**config.mk**
```make
export PLATFORM = sky130hd
export DESIGN_NAME = sd_dnsize
export DESIGN_NICKNAME = d
export VERILOG_FILES = /design/src/rtl/sd_dnsize_pkg.sv /design/src/rtl/sd_dnsize.sv
export SDC_FILE = /design/constraint.sdc
export NUM_CORES = 1
export LEC_CHECK = 0
export ABC_AREA = 1
export BUFFER_PORTS_ARGS = -buffer_cell sky130_fd_sc_hd__buf_2
export CORE_MARGIN = 1.5
export CORE_UTILIZATION = 40
export DETAILED_ROUTE_END_ITERATION = 16
export HOLD_SLACK_MARGIN = 0.15
export PLACE_DENSITY = 0.65
export SLEW_MARGIN = 20
export SYNTH_ARGS = -nofsm -noshare
export SYNTH_HDL_FRONTEND = slang
export SYNTH_SLANG_ARGS = --single-unit
```
**constraint.sdc**
```tcl
create_clock -name clk -period 2.2 [get_ports clk]
set_input_delay 0 -clock clk [delete_from_list [all_inputs] [get_ports clk]]
set_output_delay 0 -clock clk [all_outputs]
set_load 0.05 [all_outputs]
```
**src/rtl/sd_dnsize_pkg.sv**
```systemverilog
// rtl/sd_dnsize_pkg.sv - shared types and parameter checks for the sd_dnsize width down-converter
//
// Purpose : state encoding and elaboration-time parameter validation used by sd_dnsize.
// Contents:
//    state_e   - serializer state: IDLE (no beat held) / SEND (beat presented)
//    params_ok - true when width_in is a multiple of ratio and ratio >= 2

package sd_dnsize_pkg;

   typedef enum logic [0:0] {
      IDLE = 1'b0,
      SEND = 1'b1
   } state_e;

   function automatic bit params_ok(input int width_in, input int ratio);
      return (ratio >= 2) && ((width_in % ratio) == 0);
   endfunction

endpackage

```
**src/rtl/sd_dnsize.sv**
```systemverilog
// rtl/sd_dnsize.sv - srdy/drdy width down-converter, one wide word to 1..ratio narrow beats
//
// Purpose : takes one width_in word per transaction and emits c_nbeats+1 beats of
//           width_out bits, lowest slice first, at up to one beat per clock. A new word
//           is accepted in the same cycle the last beat of the previous word pops, so
//           back-to-back words stream without a bubble.
//
// Parameters:
//    width_in  - input word width (multiple of ratio)
//    ratio     - maximum beats per word (>= 2)
//
// Ports:
//    clk       in   clock
//    reset     in   synchronous, active-high reset
//    c_srdy    in   upstream word valid
//    c_drdy    out  word can be accepted this cycle
//    c_data    in   word; beat k = c_data[k*width_out +: width_out]
//    c_nbeats  in   valid beats minus one
//    p_srdy    out  narrow beat valid (flop-driven)
//    p_drdy    in   downstream accepts beat
//    p_data    out  current beat (flop-driven, low slice of hold register)
//    p_last    out  final beat of the word (only with SD_DNSIZE_LAST_EN defined)
//
// Build option: define SD_DNSIZE_LAST_EN to add the p_last output.

module sd_dnsize
   import sd_dnsize_pkg::*;
#(
   parameter  int width_in  = 64,
   parameter  int ratio     = 4,
   localparam int width_out = width_in / ratio,
   localparam int cw        = $clog2(ratio)
) (
   input  logic                 clk,
   input  logic                 reset,
   input  logic                 c_srdy,
   output logic                 c_drdy,
   input  logic [width_in-1:0]  c_data,
   input  logic [cw-1:0]        c_nbeats,
   output logic                 p_srdy,
   input  logic                 p_drdy,
   output logic [width_out-1:0] p_data
`ifdef SD_DNSIZE_LAST_EN
   ,
   output logic                 p_last
`endif
);

   generate
      if (!params_ok(width_in, ratio)) begin : g_param_err
         $fatal(1, "sd_dnsize: width_in must be a multiple of ratio and ratio must be >= 2");
      end
   endgenerate

   state_e              state_q, state_d;
   logic [cw-1:0]       remain_q, remain_d;
   logic [width_in-1:0] hold_q, hold_d;

   logic last_beat;
   logic push;
   logic pop;

   // The current beat is the final one of its word when nothing remains behind it.
   assign last_beat = (state_q == SEND) && (remain_q == '0);

   // p_drdy reaches c_drdy only through the last-beat term; that path is what lets the
   // next word load in the same cycle the previous one finishes.
   assign c_drdy = !reset && ((state_q == IDLE) || (last_beat && p_drdy));

   assign p_srdy = (state_q == SEND);
   assign p_data = hold_q[width_out-1:0];

`ifdef SD_DNSIZE_LAST_EN
   assign p_last = last_beat;
`endif

   assign push = c_srdy && c_drdy;
   assign pop  = p_srdy && p_drdy;

   always_comb begin
      state_d  = state_q;
      remain_d = remain_q;
      hold_d   = hold_q;
      case (state_q)
         IDLE: begin
            if (push) begin
               hold_d   = c_data;
               remain_d = c_nbeats;
               state_d  = SEND;
            end
         end
         SEND: begin
            if (pop) begin
               if (remain_q != '0) begin
                  hold_d   = hold_q >> width_out;
                  remain_d = remain_q - cw'(1);
               end else if (push) begin
                  hold_d   = c_data;
                  remain_d = c_nbeats;
               end else begin
                  state_d  = IDLE;
               end
            end
         end
         default: begin
            state_d  = IDLE;
            remain_d = '0;
         end
      endcase
   end

   // Control state: reset abandons any in-flight word.
   always_ff @(posedge clk) begin
      if (reset) begin
         state_q  <= IDLE;
         remain_q <= '0;
      end else begin
         state_q  <= state_d;
         remain_q <= remain_d;
      end
   end

   // Datapath carries no reset; its contents only matter while state_q is SEND.
   always_ff @(posedge clk) begin
      hold_q <= hold_d;
   end

endmodule

```
; ---- Word level (Yosys, flattened, before mapping)
; Index checks and enable logic that the tools add are counted.
[classes]
bitwise_logic = 1
muxes = 12
reduce_logical = 9
n_eq_ne = 1
addsub = 1
[op_table]
columns = operator, count
row1 = 64-bit 2-to-1 mux, 3
row2 = 64-bit one-hot mux with 2 select lines, 1
row3 = 2-bit 2-to-1 mux, 3
row4 = 1-bit logical AND, 5
row5 = 2-bit one-hot mux with 2 select lines, 1
row6 = 1-bit 2-to-1 mux, 3
row7 = 2-bit zero test, 1
row8 = "2-bit by 1-bit inequality test with 1-bit output, second input constant", 1
row9 = 1-bit one-hot mux with 2 select lines, 1
row10 = 2-bit nonzero test, 1
row11 = "2-bit by 1-bit subtractor with 2-bit output, second input constant", 1
row12 = 1-bit zero test, 1
row13 = 1-bit logical OR, 1
row14 = 1-bit NOT, 1
[totals]
ff_bits = 67
input_bits = 70
wordCells = 27
out_inout_bits = 18

; ---- Logic depth before layout (Yosys ltp)
[logic_depth]
ltp_word = 10
ltp_mapped = 9
ltp_nobuf = 7

; ---- Worst setup path before layout
; No wires, ideal clock.
[synth_path]
path_type = flip-flop to flip-flop
startpoint = register state_q (netlist: p_srdy)
endpoint = register hold_q[0], enable pin
path_stages_with_launch = 4
period_less_slack_ps = 2374
n_path_buf = 0
path_slack_ps = -174
setup_time_ps = 419
required_time_ps = 1781
t_arrival_ps = 1955
path_cell_list = dfxtp_1 -> inv_1 -> nor2_2 -> inv_1
[synth_via]
elab_chain_cells = 2
[synth_lines]
columns = element, line
row1 = from (decl), sd_dnsize.sv:55  ; state_e state_q, state_d;
row2 = from (signal assigned), sd_dnsize.sv:118  ; state_q <= state_d;
row3 = 1-bit logical AND, sd_dnsize.sv:78  ; assign pop = p_srdy && p_drdy;
row4 = 2-bit by 1-bit inequality test with 1-bit output (no source line) *, n/a
row5 = to (signal assigned), sd_dnsize.sv:125  ; hold_q <= hold_d;
row6 = to (decl), sd_dnsize.sv:57  ; logic [width_in-1:0] hold_q, hold_d;
; Every way passes the cells marked *; elsewhere a longest branch is shown, timed or not.
; A chain may end at the register's enable or synchronous reset.

; ---- Worst setup path after layout
[layout_path]
startpoint = register state_q (netlist: p_srdy)
endpoint = register remain_q[1]
[layout_via]
elab_chain_cells = 9
word_cells_on_any_way = 12
cone_classes = eq/ne: 1 / mux: 4 / bitwise: 1 / reduce/logical: 6
[layout_lines]
columns = element, line
row1 = 1-bit logical AND, sd_dnsize.sv:64  ; assign last_beat = (state_q == SEND) && (remain_q == '0);
row2 = 1-bit logical AND, sd_dnsize.sv:68  ; assign c_drdy = !reset && ((state_q == IDLE) || (last_beat && p_drdy));
row3 = 1-bit logical OR, sd_dnsize.sv:68
row4 = 1-bit logical AND, sd_dnsize.sv:68
row5 = 1-bit logical AND, sd_dnsize.sv:77  ; assign push = c_srdy && c_drdy;
row6 = 2-bit 2-to-1 mux (3 in series), n/a
row7 = 2-bit one-hot mux with 2 select lines, sd_dnsize.sv:84  ; case (state_q)
row8 = to (signal assigned), sd_dnsize.sv:119  ; remain_q <= remain_d;
row9 = to (decl), sd_dnsize.sv:56  ; logic [cw-1:0] remain_q, remain_d;
; Parallel ways exist; a longest one is shown, timed or not. The select of a mux whose other input is x is not followed.

==> key figures <==
Cells and area
  – Layout Utilization: roughly 57%
  – Area Growth Syn to Fin: 36.3%
  – ANT cells: 0
  – Nets: 583
  – Share of post-route cells with drive strength above 1: 22.2%

Global route
  – Remaining Overflow, GRT: 0
  – Vias in the first global route: 2,881
  – Largest net degree at the start of global routing: between 60 and 70
  – First-pass GRT wire length: 13.8 mm
  – GRT Total Usage: about 20%
  – Initial antenna violation count: 0

STA
  – Clock period minus worst slack: 2000 ps
  – Crit share post-route: 90.7%
  – Worst-Margin Slew: 831 ps
  – Setup-failing EPs final: 0
  – Final Hold Vio Count: 0
  – Relative slew slack: approximately 45%
  – Final TNS setup: 0 ps
  – Clk_skew: 8.72 ps
  – RSZ-0062 raised after global routing: no
  – Slew Limit Fails: 0
  – Min Hold Slack: ~430 ps
  – Fmax: between 500 and 600 MHz

Floorplanning
  – Ports: 88
  – Cell Rows: 33
  – Starting density of the core: 41.6%
  – Die height: ~96 µm
  – Core ar.: 8260 µm²
  – Die area: 9150 µm²
  – Width of the die: 95.7 µm

Routing
  – Routed vias: a little over 3k
  – DRC Markers: 0
  – Vias per inst: just under 5
  – Antenna-violating nets left: 0
  – Drt first pass iters: 5
  – Routed WL: 8.64 mm
  – Initial drt markers: approximately 170
  – Drt wl/cell: ~14 µm

Power and ir drop
  – Clock power frac: between 20% and 30%
  – Overall Power: roughly 3.7 mW
  – Switch Pwr: between 1 and 1.5 mW
  – Max IR drop VDD: about 0.0003 V
  – Register share of total power: 50.9%
  – Cell Int Power: 2.59 mW
  – Static Leak: 1.87 nW
  – Sw frac: 30.2%
  – Pwr dens: 793 nW/µm²
  – Combinational power share: 23.7%

Synth
  – Syn Nets: around 450
  – Register area share after synthesis: 57.7%
  – Synthesized area: 3430 µm²
  – Register bit total from synthesis: between 60 and 70
  – Synth warn: 0
  – Library cells used by synthesis: 19
  – Post-Syn Instances: 377
  – Cell accounting for the most synthesized area: edfxtp_1
  – Ranking of synthesized cells by area: edfxtp_1 56%, o21ai_0 10%, nor2_1 8.9%, o21ai_1 6.7%, nand2_1 6.2%
  – Mean post-synth cell area: 9.11 µm²
  – Top-area cell type share of the netlist area: about 56%

CTS
  – CTS tree: built
  – CTS root buf: clkbuf_8
  – H-tree levels: 3
  – Clock-pin slew on the worst setup and hold paths: around 70 ps
  – CTS max path bufs: 2
  – CTS Buf Count: 9
  – Worst skew pair latency: about 330 ps
  – Sink Count: 67

Placement
  – PortBufs: between 80 and 90
  – GPL Wtd Cong: 0.823
  – Detailed Place HPWL: about 5.4 mm

Critical path
  – Startpoint Class: flop
  – Arr. time, crit path: 2270 ps
  – Reg2Reg Depth: 10
  – CP Capture Type: flop
  – CP max FO: 25
  – Worst Path Required: ~2500 ps
  – WS Path Type: flop to flop

Run status
  – Status: completed

Flow run
  – Max cap viols: 0

Min path
  – Hold Crit Class: input port to flop
  – Worst hold path stage count: 3
## routing by layer
layer  track usage (%)  share of wire (%)
met1              28.2                 46
met2              30.5                 46
met3              3.67                6.6
met4              5.88               0.89
met5                 0                  0
## repair_timing
item                                    in CTS  in global routing
endpoints found under the setup margin       0                  1
endpoints found under the hold margin       67                  0
setup buffers                                0                  1
gates resized for setup                      0                  2
hold buffers                                71                  0
## power groups by stage
stage | logic (mW) | registers [mW] | clock network [mW]
finish | 0.880 | 1.89 | 0.942
global route | 0.976 | 1.92 | 1.02
CTS | 0.880 | 1.89 | 0.965
detailed placement | 0.781 | 1.92 | 0
global placement | 0.765 | 1.91 | 0
floorplan | 0.680 | 1.87 | 0
## layout by cell type, fill, tap and decap left out
cell,n
buf_2,87
nor2_1,81
dlygate4sd3_1,70
o21ai_0,69
edfxtp_1,64
nand2_1,57
o21ai_1,46
clkbuf_8,9
buf_4,8
inv_1,7
clkbuf_1,2
clkinv_1,2
dfxtp_1,2
nor2_2,1
clkinvlp_4,1
nand2_2,1
nor2_4,1
nand3_2,1
inv_2,1
nand4_1,1
a21oi_2,1
a21oi_1,1
bufinv_16,1
clkinv_2,1
dfxtp_2,1
buf_6,1
## cell usage after synthesis
| master | count |
|---|---|
| clkbuf_1 | 10 |
| clkbuf_2 | 3 |
| buf_2 | 4 |
| nand3_2 | 1 |
| inv_2 | 1 |
| nor2_1 | 81 |
| nand2_2 | 1 |
| nor2_4 | 1 |
| a21oi_1 | 2 |
| nand4_1 | 1 |
| edfxtp_1 | 64 |
| buf_4 | 18 |
| buf_6 | 6 |
| inv_1 | 8 |
| dfxtp_1 | 3 |
| o21ai_1 | 46 |
| nor2_2 | 1 |
| nand2_1 | 57 |
| o21ai_0 | 69 |
## area by class of cell
class | count | area, µm²
repair buffers | 166 | 1210
inverters | 9 | 37.5
fillers | 765 | 3580
flip-flops and latches | 67 | 1980
clock inverters | 4 | 42.5
well taps | 105 | 131
clock buffers | 11 | 131
multi-input cells | 260 | 1150
## flip-flops by register name, indices dropped and copies added (netlist names)
signal    flops
hold_q       64
remain_q      2
p_srdy        1
## stage by stage
step | cell area, µm² | cells | setup slack (ps)
6_report | 4680 | 622 | 204
5_1_grt | 4680 | 622 | 41.1
4_1_cts | 4680 | 622 | 70.9
3_5_place_dp | 3790 | 536 | 401
3_3_place_gp | 3790 | 536 | 463
2_1_floorplan | 3440 | 377 | 37.5
## critical path: stages, from the launching register on
cell and delay [ps]:
dfxtp_2 340, nand2_1 100, nand2_2 80, nor2_4 110, buf_4 120, nand3_2 140
inv_2 100, buf_6 210, nand2_1 70, a21oi_1 120, dlygate4sd3_1 550
## final timing paths
| kind | start | endpoint | slack, ps |
|---|---|---|---|
| setup / recovery | p_srdy | remain_q[1] | 200 |
| hold / removal | reset | remain_q[0] | 430 |
| setup reg to reg | p_srdy | remain_q[1] | 200 |
| hold reg to reg | remain_q[0] | remain_q[0] | 510 |
## logic make-up (layout without fill, tap and decap cells)
group | after synthesis | after routing | share of synthesized area (%)
simple gates | 143 | 143 | 16.2
compound gates | 117 | 117 | 17.0
flops | 67 | 67 | 57.7
buf+inv | 50 | 190 | 9.00
No activity file was read; power rests on OpenSTA's default activity.
